==> config.mk <==
export PLATFORM = sky130hd
export DESIGN_NAME = debounce_multi
export DESIGN_NICKNAME = d
export VERILOG_FILES = /design/src/rtl/debounce_pkg.sv /design/src/rtl/debounce_chan.sv /design/src/rtl/debounce_multi.sv
export SDC_FILE = /design/constraint.sdc
export NUM_CORES = 1
export LEC_CHECK = 0
export CORE_UTILIZATION = 50
export DETAILED_ROUTE_END_ITERATION = 12
export PLACE_DENSITY = 0.77
export SLEW_MARGIN = 10
export SYNTH_ARGS = -nofsm -noshare
export SYNTH_HDL_FRONTEND = slang
export SYNTH_SLANG_ARGS = --single-unit
==> constraint.sdc <==
create_clock -name clk -period 1.7 [get_ports clk]
set_input_delay 0.34 -clock clk [delete_from_list [all_inputs] [get_ports clk]]
set_output_delay 0.34 -clock clk [all_outputs]
set_load 0.01 [all_outputs]
==> src/rtl/debounce_pkg.sv <==
// Shared types and default constants for the multi-channel debouncer.
// The optional auto-repeat feature is selected with the DEBOUNCE_REPEAT_EN macro.
package debounce_pkg;

    typedef enum logic [1:0] {
        LO     = 2'd0,
        ARM_HI = 2'd1,
        HI     = 2'd2,
        ARM_LO = 2'd3
    } state_t;

    localparam int DEF_STABLE_CYC = 8;
    localparam int DEF_REPEAT_DLY = 16;
    localparam int DEF_REPEAT_CYC = 4;

endpackage

==> src/rtl/debounce_chan.sv <==
// One debounce channel: 2-flop synchroniser, stability FSM with counter, registered strobes.
// Auto-repeat on press_pulse is compiled in only when DEBOUNCE_REPEAT_EN is defined.
module debounce_chan
    import debounce_pkg::*;
#(
    parameter int STABLE_CYC = DEF_STABLE_CYC,
    parameter int CNT_W      = $clog2(DEF_STABLE_CYC)
`ifdef DEBOUNCE_REPEAT_EN
    ,
    parameter int REPEAT_DLY = DEF_REPEAT_DLY,
    parameter int REPEAT_CYC = DEF_REPEAT_CYC
`endif
) (
    input  logic clk,
    input  logic rst_n,
    input  logic en,
    input  logic btn,
    output logic level,
    output logic press_pulse,
    output logic release_pulse
);

    localparam logic [CNT_W-1:0] CNT_TERM = CNT_W'(STABLE_CYC - 1);
    localparam logic [CNT_W-1:0] CNT_ONE  = CNT_W'(1);

    logic             s1;
    logic             s2;
    state_t           state;
    logic [CNT_W-1:0] cnt;

    always_ff @(posedge clk or negedge rst_n) begin
        if (!rst_n) begin
            s1 <= 1'b0;
            s2 <= 1'b0;
        end else begin
            s1 <= btn;
            s2 <= s1;
        end
    end

`ifdef DEBOUNCE_REPEAT_EN
    localparam int RPT_W = $clog2(REPEAT_DLY);
    localparam logic [RPT_W-1:0] RPT_TERM   = RPT_W'(REPEAT_DLY - 1);
    localparam logic [RPT_W-1:0] RPT_RELOAD = RPT_W'(REPEAT_DLY - REPEAT_CYC);
    localparam logic [RPT_W-1:0] RPT_ONE    = RPT_W'(1);

    logic [RPT_W-1:0] rpt;
    logic             rpt_live;

    // Repeat runs while the level is held high, but not on the edge that drops it to LO.
    always_comb begin
        rpt_live = 1'b0;
        if (en) begin
            rpt_live = (state == HI) ||
                       ((state == ARM_LO) && !(!s2 && (cnt == CNT_TERM)));
        end
    end
`endif

    always_ff @(posedge clk or negedge rst_n) begin
        if (!rst_n) begin
            state         <= LO;
            cnt           <= '0;
            level         <= 1'b0;
            press_pulse   <= 1'b0;
            release_pulse <= 1'b0;
`ifdef DEBOUNCE_REPEAT_EN
            rpt           <= '0;
`endif
        end else begin
            press_pulse   <= 1'b0;
            release_pulse <= 1'b0;
            if (!en) begin
                state <= level ? HI : LO;
                cnt   <= '0;
            end else begin
                case (state)
                    LO: begin
                        if (s2) begin
                            state <= ARM_HI;
                            cnt   <= CNT_ONE;
                        end else begin
                            cnt   <= '0;
                        end
                    end
                    ARM_HI: begin
                        if (!s2) begin
                            state <= LO;
                            cnt   <= '0;
                        end else if (cnt == CNT_TERM) begin
                            state       <= HI;
                            level       <= 1'b1;
                            press_pulse <= 1'b1;
                            cnt         <= '0;
                        end else begin
                            cnt <= cnt + CNT_ONE;
                        end
                    end
                    HI: begin
                        if (!s2) begin
                            state <= ARM_LO;
                            cnt   <= CNT_ONE;
                        end else begin
                            cnt   <= '0;
                        end
                    end
                    ARM_LO: begin
                        if (s2) begin
                            state <= HI;
                            cnt   <= '0;
                        end else if (cnt == CNT_TERM) begin
                            state         <= LO;
                            level         <= 1'b0;
                            release_pulse <= 1'b1;
                            cnt           <= '0;
                        end else begin
                            cnt <= cnt + CNT_ONE;
                        end
                    end
                    default: begin
                        state <= LO;
                        cnt   <= '0;
                    end
                endcase
            end
`ifdef DEBOUNCE_REPEAT_EN
            // First strobe after REPEAT_DLY, then reload so the next lands REPEAT_CYC later.
            if (rpt_live) begin
                if (rpt == RPT_TERM) begin
                    press_pulse <= 1'b1;
                    rpt         <= RPT_RELOAD;
                end else begin
                    rpt <= rpt + RPT_ONE;
                end
            end else begin
                rpt <= '0;
            end
`endif
        end
    end

endmodule

==> src/rtl/debounce_multi.sv <==
// N_CH independent debounce channels with a shared enable and parameter checks.
// Auto-repeat is enabled by defining DEBOUNCE_REPEAT_EN.
module debounce_multi
    import debounce_pkg::*;
#(
    parameter int N_CH       = 4,
    parameter int STABLE_CYC = DEF_STABLE_CYC,
    parameter int CNT_W      = $clog2(STABLE_CYC),
    parameter int REPEAT_DLY = DEF_REPEAT_DLY,
    parameter int REPEAT_CYC = DEF_REPEAT_CYC
) (
    input  logic            clk,
    input  logic            rst_n,
    input  logic            en,
    input  logic [N_CH-1:0] btn,
    output logic [N_CH-1:0] level,
    output logic [N_CH-1:0] press_pulse,
    output logic [N_CH-1:0] release_pulse
);

    if (N_CH < 1) begin : g_bad_nch
        $error("debounce_multi: N_CH must be at least 1");
    end
    if (STABLE_CYC < 2) begin : g_bad_stable
        $error("debounce_multi: STABLE_CYC must be at least 2");
    end
    if (CNT_W != $clog2(STABLE_CYC)) begin : g_bad_cntw
        $error("debounce_multi: CNT_W is derived and must not be overridden");
    end
    if (REPEAT_DLY < 2 || REPEAT_CYC < 1 || REPEAT_CYC > REPEAT_DLY) begin : g_bad_rpt
        $error("debounce_multi: need REPEAT_DLY >= 2 and 1 <= REPEAT_CYC <= REPEAT_DLY");
    end

    for (genvar i = 0; i < N_CH; i++) begin : g_ch
        debounce_chan #(
            .STABLE_CYC (STABLE_CYC),
            .CNT_W      (CNT_W)
`ifdef DEBOUNCE_REPEAT_EN
            ,
            .REPEAT_DLY (REPEAT_DLY),
            .REPEAT_CYC (REPEAT_CYC)
`endif
        ) u_chan (
            .clk           (clk),
            .rst_n         (rst_n),
            .en            (en),
            .btn           (btn[i]),
            .level         (level[i]),
            .press_pulse   (press_pulse[i]),
            .release_pulse (release_pulse[i])
        );
    end

endmodule
==> summary.md <==
| Metric | Value |
|---|---|
| # Max-Cap Violations | 0 |
| Ys async rst share | between 90% and 100% |
| Main area contributors after synthesis | dfrtp_1 61%, ha_1 6.1%, buf_4 5.9% |
| Hold WC Path Type | reg -> reg |
| Die height | 59.3 µm |
| Synth Instances | between 100 and 150 |
| # H-tree levels | 2 |
| DRC | 0 |
| Path length in cells of the critical path | 1 |
| Slew @ Worst Pin | about 0.22 ns |
| Worst-path cell chain | clkdlybuf4s50_1 |
| Crit start category | register |
| Fin area | about 1900 µm² |
| Crit-path max FO | 4 |
| Initial core utilization | a little over half |
| Run status | finished clean |
| Fmax | just over 600 MHz |
| Final hold slack | ~0.36 ns |
| Die Width | slightly below 60 µm |
| Total CTS buffers | 5 |
| Max IR drop VDD | 556 µV |
| DR iter-0 viols | 18 |
| Setup ws final | 0.0692 ns |
| Core area | ~3100 µm² |
| Mean post-synth cell area | 12.2 µm² |
| Syn-to-layout area delta | 15.7% |
| Seq/Total Area, Yosys | between 60 and 70% |
| LEAKAGE | between 0.9 and 1 nW |
| Antenna diode count | 0 |
| List of most frequent post-synthesis cells | 40 x dfrtp_1, 13 x buf_4, 11 x o21ai_0 |
| EDFF count, synth | 0 |
| Synth area leader | dfrtp_1 |
| Routed vias/inst | about 5 |
| Worst-skew pair later-pin latency | between 0.3 and 0.4 ns |
| Final worst-path cycle share | 95.9% |
| Max Root-Sink Buffers | 2 |
| Setup WS pre-CTS | about 0.19 ns |
| Fin. max-slew vios | 0 |
| Post-DP Area | about 1800 µm² |
| Setup Viol. Count Final | 0 |
| Post-DRT Antenna Nets | 0 |
| Placed Cells | around 190 |
| FF-to-FF path depth | 5 |
| 1st-pass router iterations | 4 |
| Yosys reg bits | 40 |
| Endpoints failing hold | 0 |
| Routed via count | 1008 |
| Hold Path Stages | 0 |
| RSZ-0062 raised after global routing | no |
| Final Critical Period | 1.63 ns |
| Post-layout util | 61.7% |
| Worst setup EP type | output pin |
| Total chip power | 1.98 mW |
| Setup TNS | 0 ns |
| Slowest CP cell | clkdlybuf4s50_1 |
| Finished Layout Cells | between 150 and 200 |
| Clock root cell | clkbuf_4 |
| Clock Sinks | 40 |
| Syn Nets | 150 |
| Vias in the first global route | just under 1000 |
| Port Buffers | 18 |
| Clock transition at the registers of the reported paths | about 0.10 ns |
| CP Buf/Inv Count | 1 |
| Slowest stage delay, CP | around 0.55 ns |
| Slew Limit Headroom | 85.4% |
| PD cells | between 1000 and 1500 nW/µm² |
| Top-area cell type share of the netlist area | between 60 and 70% |
| Core Rows | 20 |
| Critical path's top delay family | buffers and inverters |
| Global-route usage over all layers | roughly 17% |
| Boundary Pins | 19 |
| DP HPWL | about 1700 µm |
| Ys flop type | dfrtp_1 |
| Worst Clk Skew | between 0.007 and 0.008 ns |
| First-pass GRT wire length | approximately 4200 µm |
| Initial antenna violation count | 0 |
| Nets | ~170 |
| Critical path required time | between 1 and 1.5 ns |
| Top-count cell post-synth | dfrtp_1 |
| Synth Cell Area | roughly 1600 µm² |
| Library cells used by synthesis | 20 |
| Grt total ovfl | 0 |
| Final GP Congestion | between 0.7 and 0.8 |
| Die ar. | between 3000 and 4000 µm² |
| Final WL | between 2000 and 2500 µm |
| Layout cells sized above 1 | 11.2% |
| Worst EP arrival | 1.29 ns |
| CTS tree | built |
| Ys Warns | 0 |
| Largest net degree at the start of global routing | between 40 and 50 |
| Setup CP Type | reg -> out |
| DR WL/cell | roughly 12 µm |
layout make-up:
type / instances / area, µm²
Inverter: 1 / 3.75
Clock buffer: 7 / 65.1
Tap cell: 44 / 55.1
Sequential cell: 40 / 1000
Multi-Input combinational cell: 79 / 531
Timing Repair Buffer: 25 / 245
Fill cell: 252 / 1180
placed cells by master, fill, tap and decap left out, types with 2 or more instances in the layout:
cell type        netlist  routed
a21oi_1                5       5
nand3_1                5       5
and2_1                 6       6
nor2b_1                3       3
and3_2                 2       2
mux2i_1                4       4
and3_1                 9       9
clkbuf_4               0       5
clkdlybuf4s50_1        0      16
buf_4                 13       5
nand2_1                4       4
nor3b_1                5       5
xor2_1                 4       4
nand4_1                3       3
o21ai_0               11      11
dfrtp_1               40      40
nor2_1                 8       8
ha_1                   8       8
clkbuf_8               0       2
sequential cells by signal, summed over array words and instances, names as in the netlist, named ones only:
| signal | cells |
|---|---|
| g_ch.u_chan.s1 | 4 |
| g_ch.u_chan.press_pulse | 4 |
| g_ch.u_chan.release_pulse | 4 |
| g_ch.u_chan.s2 | 4 |
| g_ch.u_chan.cnt | 12 |
| g_ch.u_chan.level | 4 |
| g_ch.u_chan.state | 4 |
final timing paths:
kind	slack (ns)	start	end
setup / recovery	0.07	g_ch[0].u_chan.level$_DFFE_PN0P_	level[0]
max in group asynchronous	1.03	rst_n	asynchronous set/reset pin
hold reg to reg	0.36	g_ch[3].u_chan.s1$_DFF_PN0_	g_ch[3].u_chan.s2$_DFF_PN0_
setup reg to reg	0.36	g_ch[3].u_chan.cnt[0]$_DFF_PN0_	register
hold / removal	0.36	g_ch[3].u_chan.s1$_DFF_PN0_	g_ch[3].u_chan.s2$_DFF_PN0_
min in group asynchronous	0.48	rst_n	g_ch[1].u_chan.cnt[1]$_DFF_PN0_
cells by family (layout without fill, tap and decap cells):
logic type	count (synthesis)	in the layout	synth area share, %
muxes	4	4	2.44
and+or+nand+nor	46	46	16.2
xor gates and xnor gates	4	4	2.13
AOI/OAI and AO/OA	17	17	5.41
buffers and inverters	16	33	6.78
adders and majority gates	8	8	6.09
DFF	40	40	60.9
report_power, final:
part / internal (mW) / total [mW] / switching [mW]
logic: 0.169 / 0.298 / 0.129
registers: 1.05 / 1.16 / 0.102
clock network: 0.235 / 0.523 / 0.288
repair_timing:
item | 4_1_cts | 5_1_grt
gates resized for setup | 0 | 1
endpoints found under the hold margin | 40 | 0
setup buffers | 0 | 3
hold buffers | 1 | 0
setup endpoints to repair | 0 | 3
routing by layer:
metal / track usage [%] / up-vias / routed length (µm) / part of all wire (%)
met2: 28.4 / 19 / 1270 / 53
met3: 6.55 / 7 / 101 / 4.2
met4: 9.18 / 0 / 58 / 2.4
li1: - / 484 / - / -
met5: 0 / - / 0 / 0
met1: 18.7 / 498 / 978 / 41
worst register-to-register path: stages (launching register included):
cell     delay (ns)
dfrtp_1        0.40
ha_1           0.20
ha_1           0.26
nand2_1        0.12
mux2i_1        0.18
a21oi_1        0.08
(Power assumes the default switching activity.)
